--- src/rtl/banco_reg_pilha.sv ---
// banco_reg_pilha: parametrised register bank with two bypassed read ports,
// stack-pointer push/pop engine, JAL link write, NOP suppression and sticky
// stack overflow/underflow flags.
module banco_reg_pilha #(
    parameter int unsigned DATA_W   = 32,
    parameter int unsigned ADDR_W   = 6,
    parameter int unsigned SP_ADDR  = 29,
    parameter int unsigned RA_ADDR  = 31,
    parameter logic [DATA_W-1:0] SP_RESET = 32'h0000_03FC,
    parameter logic [DATA_W-1:0] SP_MIN   = 32'h0000_0200,
    parameter int unsigned STEP     = 4
) (
    input  logic              clock,
    input  logic              reset,
    input  logic [ADDR_W-1:0] rs_addr,
    input  logic [ADDR_W-1:0] rt_addr,
    input  logic [ADDR_W-1:0] rd_addr,
    input  logic [DATA_W-1:0] wr_data,
    input  logic              reg_write,
    input  logic              nop,
    input  logic [1:0]        stack_op,
    input  logic              jal,
    input  logic [DATA_W-1:0] link_pc,
    output logic [DATA_W-1:0] dado_a,
    output logic [DATA_W-1:0] dado_b,
    output logic [DATA_W-1:0] sp_out,
    output logic              stack_ovf,
    output logic              stack_unf
);

    typedef enum logic [1:0] {
        OP_NONE = 2'b00,
        OP_PUSH = 2'b01,
        OP_POP  = 2'b10,
        OP_RSVD = 2'b11
    } stack_op_e;

    localparam int unsigned       LP_DEPTH    = 1 << ADDR_W;
    localparam logic [ADDR_W-1:0] LP_SP       = ADDR_W'(SP_ADDR);
    localparam logic [ADDR_W-1:0] LP_RA       = ADDR_W'(RA_ADDR);
    localparam logic [DATA_W-1:0] LP_STEP     = DATA_W'(STEP);
    localparam logic [DATA_W-1:0] LP_PUSH_MIN = SP_MIN + LP_STEP;
    localparam logic [DATA_W-1:0] LP_POP_MAX  = SP_RESET - LP_STEP;

    logic [DATA_W-1:0] r_regs [LP_DEPTH];
    logic              r_ovf;
    logic              r_unf;

    logic [DATA_W-1:0] w_sp;
    logic [DATA_W-1:0] w_sp_next;
    logic              w_push;
    logic              w_pop;
    logic              w_push_ok;
    logic              w_pop_ok;
    logic              w_sp_we;
    logic              w_ra_we;
    logic              w_rd_we;

    // Stack engine legality and write arbitration (stack > jal > reg_write);
    // a failed stack op is not a write, so it blocks nothing.
    always_comb begin
        w_sp      = r_regs[LP_SP];
        w_push    = (stack_op == OP_PUSH);
        w_pop     = (stack_op == OP_POP);
        w_push_ok = (w_sp >= LP_PUSH_MIN);
        w_pop_ok  = (w_sp <= LP_POP_MAX);
        w_sp_next = w_push ? (w_sp - LP_STEP) : (w_sp + LP_STEP);
        w_sp_we   = !nop && (LP_SP != '0) &&
                    ((w_push && w_push_ok) || (w_pop && w_pop_ok));
        w_ra_we   = !nop && jal && (LP_RA != '0) &&
                    !(w_sp_we && (LP_RA == LP_SP));
        w_rd_we   = !nop && reg_write && (rd_addr != '0) &&
                    !(w_sp_we && (rd_addr == LP_SP)) &&
                    !(w_ra_we && (rd_addr == LP_RA));
    end

    // Read port A with write-through bypass of the winning write.
    always_comb begin
        dado_a = r_regs[rs_addr];
        if (rs_addr == '0)
            dado_a = '0;
        else if (w_sp_we && (rs_addr == LP_SP))
            dado_a = w_sp_next;
        else if (w_ra_we && (rs_addr == LP_RA))
            dado_a = link_pc;
        else if (w_rd_we && (rs_addr == rd_addr))
            dado_a = wr_data;
    end

    // Read port B with write-through bypass of the winning write.
    always_comb begin
        dado_b = r_regs[rt_addr];
        if (rt_addr == '0)
            dado_b = '0;
        else if (w_sp_we && (rt_addr == LP_SP))
            dado_b = w_sp_next;
        else if (w_ra_we && (rt_addr == LP_RA))
            dado_b = link_pc;
        else if (w_rd_we && (rt_addr == rd_addr))
            dado_b = wr_data;
    end

    // Register and flag update; reset dominates, nop freezes all state.
    always_ff @(posedge clock) begin
        if (reset) begin
            for (int unsigned i = 0; i < LP_DEPTH; i++)
                r_regs[i] <= '0;
            r_regs[LP_SP] <= SP_RESET;
            r_ovf         <= 1'b0;
            r_unf         <= 1'b0;
        end else if (!nop) begin
            if (w_rd_we)
                r_regs[rd_addr] <= wr_data;
            if (w_ra_we)
                r_regs[LP_RA] <= link_pc;
            if (w_sp_we)
                r_regs[LP_SP] <= w_sp_next;
            if (w_push && !w_push_ok)
                r_ovf <= 1'b1;
            if (w_pop && !w_pop_ok)
                r_unf <= 1'b1;
        end
    end

    assign sp_out    = r_regs[LP_SP];
    assign stack_ovf = r_ovf;
    assign stack_unf = r_unf;

endmodule

--- config.mk ---
export PLATFORM = sky130hd
export DESIGN_NAME = banco_reg_pilha
export DESIGN_NICKNAME = d
export VERILOG_FILES = /design/src/rtl/banco_reg_pilha.sv
export SDC_FILE = /design/constraint.sdc
export NUM_CORES = 2
export LEC_CHECK = 0
export ABC_CLOCK_PERIOD_IN_PS = 4500
export CAP_MARGIN = 20
export CORE_AREA = 2 2 563 565
export DETAILED_ROUTE_END_ITERATION = 10
export DIE_AREA = 0 0 565 567
export PLACE_DENSITY_LB_ADDON = 0.1
export RECOVER_POWER = 50
export SYNTH_ARGS = -nofsm -noshare
export SYNTH_HDL_FRONTEND = slang
export SYNTH_SLANG_ARGS = --single-unit
--- constraint.sdc ---
create_clock -name clock -period 4.5 [get_ports clock]
set_input_delay 0.45 -clock clock [delete_from_list [all_inputs] [get_ports clock]]
set_output_delay 0.45 -clock clock [all_outputs]
set_load 0.01 [all_outputs]
---- Word-level counts from Yosys, hierarchy flattened ----
Memories as Yosys holds them, arrays and structs flattened.
Cells that the tools add are included.
word-level totals
  flip-flop bits (word level) ............. 2
  memories ................................ 1
  input port bits ......................... 89
  word-level logic and storage cells ...... 80
  bits in writable memories ............... 2048
  output and inout port bits .............. 98
operators by class
  muxes and demuxes ....................... 29
  eq/ne operators ......................... 10
  reductions and logical operators ........ 30
  $add $sub $neg .......................... 2
  bitwise logic cells ..................... 4
  $lt $le $gt $ge ......................... 2
memory list
  memory  words  width  read ports  clocked after Yosys merged registers in  write ports  line  source
  r_regs  64     32     3           0                                        64           45    logic [DATA_W-1:0] r_regs [LP_DEPTH];
operator list
  cell                                                    number
  2-to-1 mux 32 bit                                       13
  == test 6 x 5 -> 1 bit (second input constant)          6
  adder 32 x 3 -> 32 bit (second input constant)          1
  >= comparator 32 x 10 -> 1 bit (second input constant)  1
  <= comparator 32 x 10 -> 1 bit (second input constant)  1
  OR reduction 32 bit                                     1
  subtractor 32 x 3 -> 32 bit (second input constant)     1
  logical AND 1 bit                                       18
  2-to-1 mux 1 bit                                        15
  == test 6 bit                                           2
  zero test 6 bit                                         2
  2-to-1 mux 6 bit                                        1
  nonzero test 6 bit                                      1
  zero test 1 bit                                         5
  AND reduction 2 bit                                     2
  OR 1 bit                                                3
  == test 2 x 1 -> 1 bit (second input constant)          1
  == test 2 bit (second input constant)                   1
  logical OR 1 bit                                        1
  NOT 1 bit                                               1

---- Longest topological paths before layout ----
  depth in word-level cells ............... 14
  gate-level depth with buffers ........... 14
  gate-level depth less buffers ........... 10

---- Worst setup path before layout ----
Ideal clock, no wire load.
  kind .................................... input to output
  from .................................... input stack_op[0]
  to ...................................... output dado_b[28]
  stages on the path ...................... 9
  data required time ...................... 4.050 ns
  arrival time ............................ 4.104 ns
  slack ................................... -0.054 ns
  buffers on the path ..................... 0
  cell sequence ........................... nor2b_1 ha_1 a211oi_1 o211ai_1 a41oi_1 o21ai_0 o41ai_2 o31ai_1 a221o_1
on the way
  cells in the longest elaborated chain, start to end .. 13
  elaborated cells on any way between the ends .. 17
  classes of those cells .................. 2 x eq/ne; 5 x mux; 10 x reduce/logical
ends and longest elaborated chain
  item                                                     line    source
  from (decl)                                              21      input logic [1:0] stack_op,
  == test 2 x 1 -> 1 bit or == test 2 bit (tied branches)  63, 64
  logical AND 1 bit                                        69      ((w_push && w_push_ok) || (w_pop && w_pop_ok));
  logical OR 1 bit                                         69
  logical AND 1 bit                                        68      w_sp_we = !nop && (LP_SP != '0) &&
  logical AND 1 bit                                        73      !(w_sp_we && (rd_addr == LP_SP)) &&
  zero test 1 bit                                          73
  logical AND 1 bit                                        72      w_rd_we = !nop && reg_write && (rd_addr != '0) &&
  logical AND 1 bit                                        73
  logical AND 1 bit                                        99      else if (w_rd_we && (rt_addr == rd_addr))
  2-to-1 mux 32 bit                                        99
  2-to-1 mux 32 bit                                        97      else if (w_ra_we && (rt_addr == LP_RA))
  2-to-1 mux 32 bit *                                      95      else if (w_sp_we && (rt_addr == LP_SP))
  2-to-1 mux 32 bit *                                      93      if (rt_addr == '0)
  to (decl)                                                25      output logic [DATA_W-1:0] dado_b,
Mark *: on every way between the ends. The rest lies on a longest branch, timed or not.

==> out/metrics.cfg <==
[final_layout]
area_growth_pct = 21.5
stdcell_area_mm2 = 0.133
drive_gt1_frac = 0.328
fin_cells = 12804
finalNetCount = 8553
fillers = 28830

[logic_synthesis]
synth_top_area_share = 0.561
ys_ff_latch = 2050
synth_area_mm2 = 0.110
synthTopCellsByCount = edfxtp_1 (2048), nor2_1 (1856), mux4_2 (1102)
synth_top_cell_by_area = edfxtp_1
ys_seq_area_frac = 0.562
synthCells = 7637
synth_ff_type = edfxtp_1
synth.most_common_cell = edfxtp_1
ys_types = 84
ys_top_cells_by_area = edfxtp_1 (56%), mux4_2 (23%), nor2_1 (6.4%), mux2i_1 (1.8%), clkbuf_1 (1.5%)
synthArstFlopShare = 0
ys_warn_count = 0
synth_edf_count = 2048
postSynthAreaPerCell_um2 = 14.3

[timing]
holdWs_ns = 0.142
worstMarginPinSlew_ns = 3.18
slew-limit-headroom = -1.12
clock_skew_ns = 0.0538
setup_tns_ns = -3.21
fin_ws_ns = -0.148
setup_violations = 70
rsz0062_at_grt = yes
hold_viol_final = 0
timing.fmax_mhz = 215
drv_slew = 1484
fin_crit_sh = 1.03
period_minus_slack_ns = 4.65

[pwr]
p_int_uw = 36600
switching_share = 0.281
p_leak_uw = 0.0440
pwr_density_cell_mw_per_mm2 = 382
p_switching_uw = 14300
p_seq_frac = 0.443
p_clk_frac = 0.386
max-vdd-ir-drop_uv = 316
p_comb_frac = 0.171

[min_path]
hold_path_end = r_regs[0][10]
hold_path_depth = 1
hold_start = reset
hold_path.class = input port to flip-flop

[placement]
placedCellCount = 12286
port_buffers = 186
post_dp_cell_area_mm2 = 0.125
place_ws_ns = -0.598
routabilityCongestion = 0.941
hpwl_um = 387000

[critical_path]
path_buf_inv = 6
cp.depth = 14
regToRegSetupSlack_ns = 0.87
cpMaxStageDelayCell = edfxtp_1
critPathTopFamily = buffers and inverters
crit_type = flip-flop to output pin
worst_setup_path_end_kind = output pin
r2r_end = r_regs[31][8]
startpoint_type = flip-flop
cp.required_ns = 4.05
r2r_cells = 12
crit_top_cell = buf_6
r2r_start = r_regs[29][16]
crit_fanout = 6
max_stage_delay_ns = 0.41
arrival_ns = 4.20
crit_path_cell_trace = buf_6, nor4_4, nand4_1, buf_6, nor3_4, buf_4, a21oi_4, and2_4, buf_12, buf_6, a311oi_4, a21oi_2, a211oi_2, buf_2

[floorplanning]
placeableCoreArea_mm2 = 0.314
fp.dieH_um = 567
ios = 187
initial_utilization = 0.349
die_x_um = 565
rows = 206
dieArea_mm2 = 0.320

[drt]
finalWirelength_um = 573000
vias = 83491
wl_met3_um = 70400
wl_per_cell_um = 44.8
drc = 0
m1WireLength_um = 220000
via_per_inst = 6.52
first_iter_violations = 13662
first_pass_iters = 6
antenna_left = 0
wl_met2_um = 253000
topRoutingLayerUsed = met5

[clock_tree]
cts-root-buf = clkbuf_16
clockBufferDepth = 4
cts_buffers = 235
cts_hold_buffers = 0
cts_sinks = 2050
cts.clk_slew.worst_paths_ns = 0.07
htree_levels = 4
cts_tree = built
clk_latency_ns = 0.97

[global_routing]
grt_use_total = 0.352
grt_max_degree = 113
grt.overflow.total = 0
grt_pass1_vias = 80317
grt_pass1_wl_um = 755000
antenna_found_initial = 43

[run_status]
status = finished, violations left
violations = max-capacitance violations, max-slew violations, negative setup slack

[run]
drv_cap = 41

[metrics by stage]
| step | power [uW] | util |
|---|---|---|
| floorplan | 26600 | - |
| global placement | 31200 | 0.397 |
| detailed placement | 31200 | 0.397 |
| CTS | 50700 | 0.425 |
| global route | 51800 | 0.424 |
| finish | 50900 | 0.424 |
[state kept, by name, indices dropped and copies added (netlist names)]
register	flops
stack_ovf	1
r_regs	2048
stack_unf	1
[power groups by stage]
stage / sequential [uW] / clock, uW / combinational, uW
floorplan: 22700 / 0 / 3880
global placement: 22800 / 0 / 8350
detailed placement: 22900 / 0 / 8330
CTS: 22500 / 19700 / 8450
global route: 22600 / 20400 / 8760
finish: 22500 / 19600 / 8700
[worst max path at each step]
stage	endpoint	from
6_report	dado_b[1]	r_regs[29][16]
5_1_grt	dado_a[2]	r_regs[29][16]
4_1_cts	dado_b[23]	r_regs[29][27]
3_5_place_dp	dado_b[29]	rt_addr[0]
3_3_place_gp	dado_b[29]	rt_addr[0]
2_1_floorplan	dado_b[28]	stack_op[0]
[cells by family (layout without fill, tap and decap cells)]
logic type,after synthesis,count (layout),share of synthesized area
simple gates,2743,2743,0.104
flops,2050,2050,0.562
fa+ha+maj,29,29,0.00338
compound gates,686,686,0.0457
other cells,1,49,0.0000342
buf+inv,751,1710,0.0323
mux,1344,1344,0.251
xor+xnor,33,33,0.00264
[per-layer routing]
metal  track usage  vias to the layer above
met5             0                        -
met4         0.145                        6
met3        0.0970                     1156
met2         0.532                     6186
met1         0.478                    44785
li1              -                    31358
[layout by cell type, fill, tap and decap left out, drive strengths merged, types with 25 or more instances in the layout]
cell	instances
a211oi	57
a21o	68
a21oi	103
a221oi	62
a22o	73
a22oi	56
a31oi	31
and2	204
buf	1047
bufinv	26
clkbuf	367
clkdlybuf4s50	98
clkinv	121
conb	32
edfxtp	2048
ha	28
inv	25
mux2	30
mux2i	200
mux4	1114
nand2	431
nand3	64
nor2	1856
nor2b	37
nor3	48
o21ai	76
o22ai	27
[repair_timing]
action | in CTS | in global routing
resized for setup | 294 | 210
pin swaps | 47 | 73
setup buffers | 36 | 49
cloned | 0 | 2
endpoints found under the setup margin | 64 | 57
hold endpoints to repair | 0 | 0
[layout make-up]
type | count | area [um^2] | area share
clock buffers | 273 | 6070 | 0.0456
inverters | 20 | 87.6 | 0.000658
clock inverters | 156 | 1490 | 0.0112
multi-input cells | 4867 | 46300 | 0.347
well taps | 4160 | 5200 | 0.0391
diodes | 17 | 42.5 | 0.000320
repair buffers | 1261 | 12500 | 0.0936
flip-flops and latches | 2050 | 61500 | 0.462
[worst register-to-register path, stage by stage, from the launching register on]
cell	delay, ns
edfxtp_1	0.41
buf_6	0.15
nor4_4	0.32
nand4_1	0.15
buf_6	0.16
nor3_4	0.27
buf_6	0.15
o2bb2ai_4	0.12
buf_4	0.25
nand2_1	0.26
and3_2	0.35
or3_2	0.50
buf_4	0.25
Power figures use the tool's default switching activity.
